### src/rtl/exe_stage.sv
// exe_stage: pipeline execute stage with single-cycle ALU, branch resolution,
// and a 32-iteration shift-add multiplier that stalls the front of the pipe.
module exe_stage (
    input  logic        clk,
    input  logic        rst,
    input  logic [31:0] pc_in,
    input  logic        wb_en,
    input  logic        mem_read,
    input  logic        mem_write,
    input  logic [1:0]  br,
    input  logic [3:0]  execute_command,
    input  logic [31:0] reg1,
    input  logic [31:0] reg2,
    input  logic [31:0] imm,
    input  logic [31:0] dest,
    output logic [31:0] alu_result,
    output logic        wb_en_out,
    output logic        mem_read_out,
    output logic        mem_write_out,
    output logic [31:0] st_val,
    output logic [31:0] dest_out,
    output logic        br_taken,
    output logic [31:0] br_addr,
    output logic        stall
);
    typedef enum logic [1:0] {IDLE, BUSY, DONE} state_t;
    state_t      state, state_nx;
    logic [4:0]  cnt;
    logic [31:0] prod, mcand, mplier, alu_comb;
    logic        is_mul, branch, pass;
    assign is_mul = execute_command == 4'b1010;
    always_ff @(posedge clk or posedge rst) begin
        if (rst) state <= IDLE;
        else     state <= state_nx;
    end
    always_comb begin
        state_nx = state == IDLE ? (is_mul ? BUSY : IDLE) :
                   state == BUSY ? (cnt == 5'd31 ? DONE : BUSY) : IDLE;
    end
    // Operands are latched on entry so input changes during BUSY cannot disturb the product.
    always_ff @(posedge clk or posedge rst) begin
        if (rst) begin
            cnt    <= '0;
            prod   <= '0;
            mcand  <= '0;
            mplier <= '0;
        end else if (state == IDLE && is_mul) begin
            cnt    <= '0;
            prod   <= '0;
            mcand  <= reg1;
            mplier <= reg2;
        end else if (state == BUSY) begin
            prod   <= mplier[0] ? prod + mcand : prod;
            mcand  <= mcand << 1;
            mplier <= mplier >> 1;
            cnt    <= cnt + 5'd1;
        end
    end
    always_comb begin
        case (execute_command)
            4'b0001: alu_comb = reg1 + reg2;
            4'b0010: alu_comb = reg1 - reg2;
            4'b0011: alu_comb = reg1 & reg2;
            4'b0100: alu_comb = reg1 | reg2;
            4'b0101: alu_comb = ~(reg1 | reg2);
            4'b0110: alu_comb = reg1 ^ reg2;
            4'b0111: alu_comb = reg1 << reg2[4:0];
            4'b1000: alu_comb = 32'($signed(reg1) >>> reg2[4:0]);
            4'b1001: alu_comb = reg1 >> reg2[4:0];
            default: alu_comb = '0;
        endcase
    end
    assign branch = br == 2'b11 || (br == 2'b01 && reg1 == '0) || (br == 2'b10 && reg1 != reg2);
    // Reset forces a bubble even while a MUL command sits at the inputs.
    always_comb begin
        stall         = !rst && ((state == IDLE && is_mul) || state == BUSY);
        pass          = !rst && !stall;
        alu_result    = state == DONE ? prod : alu_comb;
        wb_en_out     = pass && wb_en;
        mem_read_out  = pass && mem_read;
        mem_write_out = pass && mem_write;
        br_taken      = pass && branch;
        br_addr       = pc_in + (imm << 2);
        st_val        = reg2;
        dest_out      = dest;
    end
endmodule

### config.mk
export PLATFORM = sky130hd
export DESIGN_NAME = exe_stage
export DESIGN_NICKNAME = d
export VERILOG_FILES = /design/src/rtl/exe_stage.sv
export SDC_FILE = /design/constraint.sdc
export NUM_CORES = 1
export LEC_CHECK = 0
export CELL_PAD_IN_SITES_DETAIL_PLACEMENT = 1
export CELL_PAD_IN_SITES_GLOBAL_PLACEMENT = 1
export CORE_MARGIN = 2
export CORE_UTILIZATION = 40
export DETAILED_ROUTE_END_ITERATION = 6
export GPL_TIMING_DRIVEN = 0
export PLACE_DENSITY_LB_ADDON = 0.08
export SKIP_LAST_GASP = 1
export SLEW_MARGIN = 30
export SYNTH_ARGS = -nofsm -noshare
export SYNTH_HDL_FRONTEND = slang
export SYNTH_SLANG_ARGS = --single-unit
### constraint.sdc
create_clock -name clk -period 7.59 [get_ports clk]
set_input_delay 1.518 -clock clk [delete_from_list [all_inputs] [get_ports clk]]
set_output_delay 1.518 -clock clk [all_outputs]
set_load 0.005 [all_outputs]
### After elaboration in Yosys (flattened, before gate mapping)

Cells that the tools add are included.

| storage, ports and cells | value |
|---|---|
| bits of input ports | 171 |
| flip-flop bits (word level) | 103 |

| cells by class | value |
|---|---|
| mux-type cells | 15 |
| add/subtract/negate cells | 5 |
| eq/ne operators | 17 |
| bitwise logic cells | 4 |
| shifts and indexed selects | 3 |
| reduce and logical (&&, ||, !) cells | 19 |

Operator list:

| kind | count |
|---|---|
| one-hot mux 32 bit (9 select lines) | 1 |
| two-way mux 32 bit | 8 |
| adder 32 bit | 3 |
| AND 32 bit | 1 |
| zero test 32 bit | 1 |
| inequality test 32 bit | 1 |
| NOT 32 bit | 1 |
| OR 32 bit | 1 |
| << shifter 32 x 5 -> 32 bit | 1 |
| >> shifter 32 x 5 -> 32 bit | 1 |
| >>> shifter 32 x 5 -> 32 bit | 1 |
| subtractor 32 bit | 1 |
| bitwise XOR 32 bit | 1 |
| == test 4 x 3 -> 1 bit, second input constant | 4 |
| == test 4 bit, second input constant | 3 |
| two-way mux 5 bit | 2 |
| logical AND 1 bit | 9 |
| == test 4 x 2 -> 1 bit, second input constant | 2 |
| == test 2 bit, second input constant | 3 |
| two-way mux 2 bit | 3 |
| adder 5 x 1 -> 5 bit, second input constant | 1 |
| == test 5 bit, second input constant | 1 |
| == test 2 x 1 -> 1 bit, second input constant | 2 |
| == test 4 x 1 -> 1 bit, second input constant | 1 |
| 6 further kinds | 10 |

### Logic depth before layout (Yosys ltp)

| logic depth | value |
|---|---|
| word-level depth | 7 |
| mapped depth | 16 |

### Least setup slack after synthesis

No wires, ideal clock.

| path | value |
|---|---|
| path kind | input -> output |
| from | in reg2[2] |
| to | out alu_result[28] |
| path buffers | 4 |
| arrival time | 5181 ps |
| setup slack | 891 ps |
| stages on the path | 16 |
| cell sequence | buf_2 -> clkinv_1 -> clkbuf_1 -> buf_2 -> buf_1 -> ha_1 -> a21o_1 -> a31o_2 -> a31oi_1 -> o21ai_1 -> a41oi_1 -> o31ai_1 -> a21o_1 -> a2111oi_0 -> o32ai_1 -> a21oi_1 |

| on the way | value |
|---|---|
| longest elaborated chain between the ends | 3 |
| elaborated cells on any way between the ends | 7 |
| classes of those cells | 2 x add/sub; 3 x shift; 2 x mux |

RTL lines:

| element | RTL line | RTL |
|---|---|---|
| start: declaration | 13 | `input logic [31:0] reg2,` |
| subtractor 32 bit, or another cell as far along | 62 | `4'b0010: alu_comb = reg1 - reg2;` |
| one-hot mux 32 bit (9 select lines) * | 60 | `case (execute_command)` |
| two-way mux 32 bit * | 78 | `alu_result = state == DONE ? prod : alu_comb;` |
| end: declaration | 16 | `output logic [31:0] alu_result,` |

Mark *: on every way between the ends. The rest lies on a longest branch, timed or not.

### Worst setup path after layout

| path | value |
|---|---|
| from | in execute_command[2] |
| to | out alu_result[0] |

| on the way | value |
|---|---|
| longest elaborated chain between the ends | 3 |
| elaborated cells on any way between the ends | 11 |
| classes of those cells | 9 x eq/ne; 2 x mux |

RTL lines:

| element | RTL line | RTL |
|---|---|---|
| start: declaration | 11 | `input logic [3:0] execute_command,` |
| == test 4 bit, or another cell as far along | 60 |  |
| one-hot mux 32 bit (9 select lines) * | 60 |  |
| two-way mux 32 bit * | 78 |  |

Marks and branches as above.

==> flow_summary.toml <==
[logic_synthesis]
synthFlopType = "dfrtp_1"
synthTopCellsByArea = "dfrtp_1 15%, ha_1 12%, nand2_1 6.8%"
synthTopCellsByCount = "307 x nand2_1, 215 x nor2_1, 198 x a21oi_1, 165 x o21ai_0, 158 x ha_1"
yosys.cell_types.count = 88
syn_avg_cell_area_um2 = 7.271
synth_nets = 2651
yosysWarnings = 0
synth.most_common_cell = "nand2_1"
synth_enable_flop_cells = 0
synth_top_area_share_pct = 15.29
synth-seq-cells = 103
synth_top_cell_by_area = "dfrtp_1"
async_flop_share_pct = 100.0
ys_seq_area_share_pct = 15.29
syn_area_mm2 = 0.01685
synthCells = 2318

[clock_network]
cts.path.max_buffers = 2
cts_tree = "done"
cts-htree-levels = 3
clk_latency_ps = 390
cts_sinks = 103
cts.clk_slew.worst_paths_ps = 80
cts_made_buffers = 9
clockRootBuffer = "clkbuf_16"

[global_route]
grt_max_degree = 83
grt_pass1_vias = 20740
grt_usage_pct = 41.27
globalRouteOverflowTotal = 0
grt_antenna_before_repair = 3
grt_pass1_wl_mm = 135.0

[hold_path]
hold_class = "flop to flop"
hp-start = "mplier[23]"
hold_depth = 2
hold-path-endpoint = "mplier[23]"

[sta]
tightest_slew_ps = 1150
period_share_pct = 101.6
setup_violations = 3
hold_viol = 0
relSlewSlack_pct = 23.04
timing.fmax_mhz = 129.7
rsz0062_at_grt = "yes"
skew_ps = 11.03
period_minus_slack_ps = 7708
slew_violations = 0
fin_ws_ps = -118.0

[floorplanning]
io_pins = 304
dieArea_mm2 = 0.04380
start_util_pct = 40.36
die_h_um = 209.3
rows = 75
fp.dieW_um = 209.3
core_mm2 = 0.04176

[setup_path]
r2r_slack_ps = 4080
crit_arrival_ps = 6190
r2r-start = "prod[5]"
crit_type = "primary input to output port"
start_kind = "primary input"
cp.required_ps = 6070
cp-startpoint = "execute_command[2]"
r2r_cells = 11
reg2reg_to = "prod[31]"
cp_max_fo = 10
critPathCaptureType = "output port"

[placement]
gp_congestion = 1.108
post-place-ws_ps = -1560
hpwl_mm = 75.01
dpl_cell_area_mm2 = 0.02027
io_buffers = 267

[outcome]
outcome = "complete, but fails checks"
violations = "setup timing"

[job]
maxCapViolCount = 0

[layout]
syn2layout_area_growth_pct = 23.29
drive_gt1_share_pct = 9.612
nets = 2929
diodes = 0
fin_area_mm2 = 0.02078

[power]
power_density_mw_per_mm2 = 187.8
p_leak_uw = 0.009107
vdd_ir_drop_max_uv = 185.3
power_uw = 3903

[detailed_routing]
viasPerCell = 6.632
wl_mm = 92.68
drt_iter0_drc = 2209
ant_nets = 0
drcViolationCount = 0
vias = 20830
avgRoutedWirePerCell_um = 29.52
first_pass_iters = 5
[worst max-delay path, stage by stage]
cell             delay, ps
clkdlybuf4s50_1        520
clkbuf_1               420
nor3_2                 620
clkbuf_1               650
clkbuf_1               780
o21ai_0                200
o211ai_1               170
a2111oi_2              130
o21ai_0                530
clkdlybuf4s50_1        620
[through the flow]
stage,cells,hold WS [ps],setup TNS (ps),util [%]
2_1_floorplan,2318,444.8,0,-
3_3_place_gp,3124,458.2,-30140,48.38
3_5_place_dp,3126,463.6,-31400,48.54
4_1_cts,3138,484.1,-34.28,49.44
5_1_grt,3140,507.9,-83.25,49.76
6_report,3140,478.8,-224.1,49.76
[layer usage]
| metal | GRT usage [%] | part of all wire [%] | vias up | wire length, µm |
|---|---|---|---|---|
| met5 | 0 | 0.014 | - | 13 |
| met4 | 26.26 | 7.5 | 2 | 6918 |
| met3 | 8.634 | 9.5 | 324 | 8821 |
| met2 | 63.28 | 43 | 1254 | 39760 |
| met1 | 52.96 | 40 | 10280 | 37170 |
| li1 | - | - | 8967 | - |
[where the power goes]
| part | internal, µW | total [µW] | switching [µW] |
|---|---|---|---|
| clock | 230 | 483 | 253 |
| combinational | 958 | 2400 | 1440 |
| sequential | 757 | 1020 | 266 |
[cell families (layout without fill, tap and decap cells)]
group | Yosys count | count (layout) | share of synthesized area, %
AND/OR/NAND/NOR | 754 | 754 | 19.92
buffers and inverters | 347 | 630 | 9.999
XOR/XNOR | 60 | 60 | 3.118
multiplexers | 109 | 109 | 8.982
AO/OA/AOI/OAI | 783 | 783 | 30.49
adder cells (fa/ha/maj) | 162 | 162 | 12.20
flip-flops | 103 | 103 | 15.29
[worst max-delay path by stage]
stage / to / slack [ps] / depth (start not counted)
6_report: alu_result[0] / -120 / 10
3_5_place_dp: alu_result[28] / -1560 / 18
4_1_cts: alu_result[28] / -30 / 18
2_1_floorplan: alu_result[28] / 890 / 16
3_3_place_gp: alu_result[28] / -1510 / 18
5_1_grt: alu_result[30] / -40 / 16
[flip-flops by register name, summed over array words and instances, names as in the netlist]
name and flops:
cnt 5, mcand 32, mplier 32, prod 32, state 2
[area by class of cell]
type	count	area, µm²
buffer	229	1296
multi-input combinational	1868	12760
inverter	112	451.7
timing repair buffer	273	2736
clock inverter	7	58.81
clock buffer	9	225.2
fill	5265	20980
tap	539	674.4
sequential	103	2577
[timing repair]
action / 4_1_cts / 5_1_grt
hold buffers: 0 / 0
resized for setup: 55 / 45
cloned: 0 / 0
pin swaps: 1 / 1
endpoints found under the setup margin: 30 / 22
setup buffers: 1 / 3
[cell usage in the layout, fill, tap and decap left out, drive strengths merged, types with 11 or more instances in the layout]
| master | n |
|---|---|
| inv | 112 |
| nand4 | 13 |
| a221o | 15 |
| o21bai | 20 |
| buf | 125 |
| o31ai | 17 |
| nand2 | 307 |
| nor2b | 17 |
| a211oi | 26 |
| ha | 158 |
| xor2 | 30 |
| or3 | 13 |
| nand3 | 55 |
| o211ai | 35 |
| and3 | 15 |
| a2111oi | 11 |
| nand2b | 24 |
| o21ai | 174 |
| clkbuf | 121 |
| a22o | 15 |
| mux4 | 32 |
| a21o | 41 |
| dfrtp | 103 |
| mux2 | 18 |
| a31oi | 50 |
| o22ai | 14 |
| mux2i | 59 |
| a221oi | 26 |
| xnor2 | 30 |
| a21oi | 198 |
| nor4 | 15 |
| nor3 | 40 |
| a22oi | 37 |
| clkdlybuf4s50 | 255 |
| nor2 | 215 |
Power figures use the tool's default switching activity.
